`config.mk`:
```
export PLATFORM = sky130hd
export DESIGN_NAME = key_detector
export DESIGN_NICKNAME = d
export VERILOG_FILES = /design/src/rtl/key_detector.sv
export SDC_FILE = /design/constraint.sdc
export NUM_CORES = 1
export LEC_CHECK = 0
export ABC_CLOCK_PERIOD_IN_PS = 3700
export BUFFER_PORTS_ARGS = -buffer_cell sky130_fd_sc_hd__buf_2
export CAP_MARGIN = 30
export CORE_MARGIN = 2
export CORE_UTILIZATION = 35
export DETAILED_ROUTE_END_ITERATION = 8
export GPL_TIMING_DRIVEN = 0
export PLACE_DENSITY = 0.56
export SLEW_MARGIN = 5
export SYNTH_ARGS = -nofsm -noshare
export SYNTH_HDL_FRONTEND = slang
export SYNTH_SLANG_ARGS = --single-unit
```
`constraint.sdc`:
```
create_clock -name clk -period 3.7 [get_ports clk]
set_input_delay 0.37 -clock clk [delete_from_list [all_inputs] [get_ports clk]]
set_output_delay 0.37 -clock clk [all_outputs]
set_load 0.05 [all_outputs]
```
`src/rtl/key_detector.sv`:
```
// Purpose: scans a band of rows in the camera frame buffer and flags each piano key whose strip holds enough dark pixels.
// Latency: first address one cycle after start is sampled; done (with fresh keys) N+1 cycles after that, N = pixels in the band.
// Backpressure: none; start is honoured only in IDLE, and requests arriving while busy are dropped, not queued.
module key_detector #(
  parameter int IMG_W     = 320,
  parameter int ROW_START = 200,
  parameter int ROW_END   = 239,
  parameter int KEY_W     = 40,
  parameter int DARK_LVL  = 6,
  parameter int COUNT_MIN = 800
) (
  input  logic        clk,
  input  logic        rst,
  input  logic        start,
  output logic [31:0] addr,
  input  logic [8:0]  q,
  output logic        busy,
  output logic        done,
  output logic [7:0]  keys
);

  typedef enum logic [1:0] {IDLE, SCAN, DRAIN, DECIDE} state_t;

  localparam logic [15:0] X_LAST  = 16'(IMG_W - 1);
  localparam logic [15:0] Y_FIRST = 16'(ROW_START);
  localparam logic [15:0] Y_LAST  = 16'(ROW_END);
  localparam logic [31:0] ROW_PIX = 32'(IMG_W);
  localparam logic [4:0]  DARK5   = 5'(DARK_LVL);
  localparam logic [15:0] CMIN    = 16'(COUNT_MIN);

  state_t      state;
  state_t      state_nxt;
  logic [15:0] x;
  logic [15:0] y;
  logic [15:0] col_p;
  logic        pix_vld;
  logic [15:0] cnt [8];
  logic [7:0]  keys_r;
  logic [7:0]  keys_cmp;
  logic [2:0]  key_idx;
  logic        key_hit;
  logic [4:0]  sum;
  logic        dark;
  logic        accept;
  logic        last_pix;

  assign accept   = (state == IDLE) && start;
  assign last_pix = (x == X_LAST) && (y == Y_LAST);

  // State register.
  always_ff @(posedge clk) begin
    if (rst) state <= IDLE;
    else     state <= state_nxt;
  end

  // Next-state logic: DRAIN gives the last issued pixel one cycle to return.
  always_comb begin
    state_nxt = state;
    case (state)
      IDLE:    if (start) state_nxt = SCAN;
      SCAN:    if (last_pix) state_nxt = DRAIN;
      DRAIN:   state_nxt = DECIDE;
      DECIDE:  state_nxt = IDLE;
      default: state_nxt = IDLE;
    endcase
  end

  // Outputs: address only while scanning, keys show the fresh decision during DECIDE.
  always_comb begin
    busy = (state != IDLE);
    done = (state == DECIDE);
    addr = 32'd0;
    if (state == SCAN) addr = {16'd0, y} * ROW_PIX + {16'd0, x};
    keys = (state == DECIDE) ? keys_cmp : keys_r;
  end

  // Raster position within the scanned band.
  always_ff @(posedge clk) begin
    if (rst) begin
      x <= 16'd0;
      y <= 16'd0;
    end else if (accept) begin
      x <= 16'd0;
      y <= Y_FIRST;
    end else if (state == SCAN) begin
      if (x == X_LAST) begin
        x <= 16'd0;
        y <= y + 16'd1;
      end else begin
        x <= x + 16'd1;
      end
    end
  end

  // Column of the address issued last cycle, aligned with the q it produces.
  always_ff @(posedge clk) begin
    if (rst) begin
      col_p   <= 16'd0;
      pix_vld <= 1'b0;
    end else begin
      col_p   <= x;
      pix_vld <= (state == SCAN);
    end
  end

  // Map the delayed column onto a key strip; columns past the last key hit nothing.
  always_comb begin
    key_idx = 3'd0;
    key_hit = 1'b0;
    for (int k = 0; k < 8; k++) begin
      if (col_p >= 16'(k * KEY_W) && col_p < 16'((k + 1) * KEY_W)) begin
        key_idx = 3'(k);
        key_hit = 1'b1;
      end
    end
  end

  // Dark test on the returned pixel.
  always_comb begin
    sum  = {2'b00, q[8:6]} + {2'b00, q[5:3]} + {2'b00, q[2:0]};
    dark = (sum < DARK5);
  end

  // Per-key saturating dark-pixel counters, cleared when a scan is accepted.
  always_ff @(posedge clk) begin
    if (rst || accept) begin
      for (int k = 0; k < 8; k++) cnt[k] <= 16'd0;
    end else if (pix_vld && key_hit && dark && (cnt[key_idx] != 16'hFFFF)) begin
      cnt[key_idx] <= cnt[key_idx] + 16'd1;
    end
  end

  // Threshold compare of every counter at once.
  always_comb begin
    keys_cmp = 8'd0;
    for (int k = 0; k < 8; k++) keys_cmp[k] = (cnt[k] >= CMIN);
  end

  // Held key bitmap, refreshed only at the end of DECIDE.
  always_ff @(posedge clk) begin
    if (rst)                  keys_r <= 8'd0;
    else if (state == DECIDE) keys_r <= keys_cmp;
  end

endmodule

```
## Word level (Yosys, flattened, before mapping)

Memory sizes are Yosys's and may differ from the RTL's.
Index checks and enable logic that the tools add are counted.

| cells by class | value |
|---|---|
| add/subtract/negate cells | 6 |
| $mul | 1 |
| $lt $le $gt $ge | 25 |
| equality and inequality tests | 8 |
| mux-type cells | 32 |
| reduce and logical (&&, ||, !) cells | 23 |

Operators with widths:

| operator | count |
|---|---|
| $ge 16x10->1 const B | 8 |
| $add 16x1->16 const B | 3 |
| $ge 16x8->1 const B | 3 |
| $lt 16x8->1 const B | 3 |
| $ge 16x7->1 const B | 2 |
| $lt 16x7->1 const B | 2 |
| $lt 16x9->1 const B | 2 |
| $mux 16 | 2 |
| $mux 8 | 4 |
| $add 25x16->26 | 1 |
| $mux 26 | 1 |
| $mux 3 | 7 |
| $mul 16x3->19 const B | 1 |
| $eq 16x8->1 const B | 1 |
| $eq 16x9->1 const B | 1 |
| $ge 16x1->1 const B | 1 |
| $ge 16x6->1 const B | 1 |
| $ge 16x9->1 const B | 1 |
| $lt 16x6->1 const B | 1 |
| $ne 16x16->1 const B | 1 |
| $reduce_or 16->1 | 1 |
| $mux 1 | 15 |
| $logic_and 1x1->1 | 13 |
| $pmux 2 s4 | 1 |
| other kinds (12) | 19 |

| word-level totals | value |
|---|---|
| bits in registers | 59 |
| RAM bits | 128 |
| input port bits | 12 |
| output and inout port bits | 42 |
| word-level logic and storage cells | 103 |
| memories kept | 1 |

Memory list:

| memory | words | bits a word | read ports | clocked after Yosys merged registers in | wr ports | RTL line | text |
|---|---|---|---|---|---|---|---|
| cnt | 8 | 16 | 9 | 0 | 8 | 37 | `logic [15:0] cnt [8];` |

## Depth between registers and ports, before layout

| depth | value |
|---|---|
| depth in word-level cells | 18 |
| gate-level depth with buffers | 17 |
| mapped depth without buffers | 16 |

## Worst setup path after synthesis

OpenSTA, ideal clock, no wires.

| timing path | value |
|---|---|
| kind | reg2out |
| from | register y[1] |
| to | output addr[22] |
| data arrival time | 3.846 ns |
| required time | 3.330 ns |
| path slack | -0.516 ns |
| cell stages (with the launch flop) | 17 |
| path buffers | 0 |
| cell sequence | dfxtp_1 ha_1 ha_1 inv_1 fa_1 nor2b_1 o31a_1 o21a_1 nor2_1 xnor2_1 ha_1 nand2_1 o21a_1 or2_2 nor4_1 xnor2_1 nor2_1 |

| on the way | value |
|---|---|
| word-level cells in the longest chain between the ends | 3 |

RTL lines:

| element | RTL line | text |
|---|---|---|
| start: declaration | 34 | `logic [15:0] y;` |
| start signal: assignment | 88 | `y <= y + 16'd1;` |
| $mul 16x3->19 | 73 | `if (state == SCAN) addr = {16'd0, y} * ROW_PIX + {16'd0, x};` |
| $add 25x16->26 | 73 |  |
| $mux 26 | 73 |  |
| end: declaration | 15 | `output logic [31:0] addr,` |

No other way between the ends.

## Worst setup path in the final report

| timing path | value |
|---|---|
| from | register y[3] |
| to | output addr[24] |

The elaborated chain is that of the path after synthesis.

==> run metrics <==
Final Max Tran Viols=0; final wirelength=slightly above 30000 um; share of layout cells above drive strength 1=24.2%; sw frac=34.4%; CORE AREA=between 20000 and 30000 um^2; CP arrival=~3.8 ns; antenna-violating nets left=0; switching pwr=2.09 mW; total power=a little over 6 mW; GPL Wtd Cong=approximately 0.88; Gate Count Post-Synth=about 1100; die height=about 180 um; H-tree Lvls=4; GRT Residual Overflow=0; GR Util All Layers=approximately 19%; number of CTS-inserted buffers=17; Leakage=4.96 nW; # setup viols final=10; failing checks=negative setup slack; Netlist cell types=80; clock power share=a little under 30%; Post-DP HPWL=about 22000 um; #FFs+latches synth=184; post-synth top area cell=edfxtp_1; CTS tree=yes; CP Capture Type=primary output; DRC Markers=0; CP required=about 3.3 ns; status=complete, but fails checks; largest net degree at the start of global routing=18; syn_area_per_cell=slightly below 10 um^2; fin crit share=113%; final setup skew=between 0.015 and 0.02 ns; EDFF count, synth=128; Iter 0 DRT Violations=approximately 940; Power Internal=3.98 mW; Worst-path clk slew=0.07 ns; Final Hold Viols=0; worst rel slew slack=40.4%; share of the synthesized area in the top cell type=36.6%; PnR worst setup slack=-0.479 ns; routed wire length per instance=~19 um; deepest clock path buffer count=2; Pwr Density=about 460 nW/um^2; # clock sinks=between 150 and 200; initial antenna violation count=0; Seq pwr share=45.7%; Max Cap Viol=0; hold crit path type=in2reg; Fmax achieved=approximately 0.24 GHz; register area share after synthesis=47.3%; Vias=between 8000 and 9000; fill count=approximately 2800; number of global-route vias before repair=8199; Antenna Cells=0; RSZ-0062 raised after global routing=yes; Critical Path Fanout Max=4; Hold-fix buffers, CTS=0; register area=approximately 5000 um^2; synth warn=0; Initial Utilization=35.5%; setup total negative slack=-3.15 ns; first-pass GRT wire length=between 40000 and 50000 um; Synth area leaders=edfxtp_1, dfxtp_1, nor2_1; fin nets=1261; drt pass-1 iters=6; CP Class=reg2out; port buffer count=46; fin crit period=about 4.2 ns; FP Rows=63; Layout area overhead=26.1%; asr flop ratio synth=0%; Startpoint Class=flop; combinational share of power=~25%; Worst-Margin Slew=0.887 ns; Synth Flop Type=edfxtp_1; I/O Pins=54; Multi-input gate area=approximately 6000 um^2; Avg Vias per Cell=5.51; maximum VDD drop=0.000346 V; latest clock arrival within the worst-skew pair=~0.45 ns; Synth Cell Area=around 10000 um^2; die width=between 150 and 200 um; most common cell after layout, fill and taps aside=nor2_1; most frequent cells in the layout=nor2_1, edfxtp_1, buf_4, a21oi_1, nand2_1; root buf cell=clkbuf_16; die area=about 31000 um^2
[power groups by stage]
stage / clock network [mW] / logic, mW / registers, mW
3_5_place_dp: 0 / 1.30 / 2.81
2_1_floorplan: 0 / 0.918 / 2.73
3_3_place_gp: 0 / 1.28 / 2.81
4_1_cts: 1.81 / 1.42 / 2.77
6_report: 1.80 / 1.50 / 2.77
5_1_grt: 1.90 / 1.61 / 2.80
[registers in the layout, indices dropped and copies added, names as in the netlist]
name,cells
cnt,128
col_p,13
x,16
y,16
state,2
keys_r,8
pix_vld,1
[metrics by stage]
step | hold WS [ns] | cell area (um^2) | util (%) | std cells | worst slack [ns]
after floorplan | 0.472 | 10600 | - | 1075 | 0.00424
after global placement | 0.505 | 11300 | 38.3 | 1511 | -1.37
after detailed placement | 0.513 | 11300 | 38.3 | 1514 | -1.36
after CTS | 0.306 | 12800 | 43.2 | 1576 | -0.555
after global routing | 0.322 | 13200 | 44.8 | 1598 | -0.628
final | 0.328 | 13200 | 44.8 | 1598 | -0.479
[layout make-up]
cell class | instances | area share, %
clock inverter | 14 | 1.06
tap | 390 | 3.69
clock buffer | 18 | 3.24
inverter | 27 | 0.766
multi-input combinational | 814 | 45.0
sequential | 184 | 37.7
timing repair buffer | 103 | 5.80
buffer | 48 | 2.74
[cell usage after synthesis, types with 9 or more instances]
| library cell | n |
|---|---|
| nand3_1 | 26 |
| clkbuf_1 | 23 |
| nor3_1 | 35 |
| nor2_1 | 188 |
| a21oi_1 | 76 |
| dfxtp_1 | 56 |
| o22ai_1 | 11 |
| o311ai_0 | 10 |
| and2_1 | 10 |
| o211ai_1 | 9 |
| edfxtp_1 | 128 |
| o21ai_0 | 27 |
| o21a_1 | 15 |
| xnor2_1 | 28 |
| inv_1 | 26 |
| ha_1 | 49 |
| buf_2 | 18 |
| xor2_1 | 26 |
| or3_1 | 13 |
| nor2b_1 | 32 |
| buf_4 | 10 |
| nand2_1 | 61 |
| nor4_1 | 19 |
| nand4_1 | 14 |
| a21o_1 | 11 |
| o32ai_1 | 10 |
[worst paths after layout]
check / from / to / slack [ns] / cells after the start
setup / recovery: y[3]$_SDFFE_PP0P_ / addr[24] / -0.48 / 14
hold / removal: start / y[3]$_SDFFE_PP0P_ / 0.33 / 3
setup reg to reg: col_p[10]$_SDFF_PP0_ / cnt[3][14]$_SDFFCE_PN0P_ / 0.08 / 13
hold reg to reg: x[4]$_SDFFE_PP0P_ / col_p[4]$_SDFF_PP0_ / 0.52 / 1
[per-layer routing]
layer	routed length (um)	global-route usage, %	up-vias
li1	-	-	4218
met5	0	0	-
met2	14300	31.4	271
met3	1570	2.73	36
met4	584	5.75	0
met1	13800	26.8	4275
[critical path, stage by stage (launching register included)]
cell      delay (ns)
dfxtp_4         0.36
ha_1            0.33
ha_4            0.27
nor2b_2         0.16
o31a_1          0.27
buf_4           0.14
o211ai_1        0.30
a21oi_2         0.16
o41ai_2         0.27
buf_4           0.18
o311ai_4        0.12
nor4_4          0.33
nand4_1         0.14
o211ai_1        0.12
buf_4           0.22
[logic make-up (layout without fill, tap and decap cells)]
kind of cell	Yosys count	after routing	synth area share (%)
mux	2	2	0.191
other cells	1	7	0.0357
simple gates	445	447	20.9
compound gates	250	250	16.8
flops	184	184	47.3
xor+xnor	54	54	4.51
fa+ha+maj	54	54	6.80
buf+inv	79	210	3.41
[repair_timing]
item,in CTS,in global routing
setup buffers,31,21
cloned,2,1
endpoints found under the setup margin,268,268
pin swaps,39,26
gates resized for setup,137,60
No activity file was read; power rests on OpenSTA's default activity.
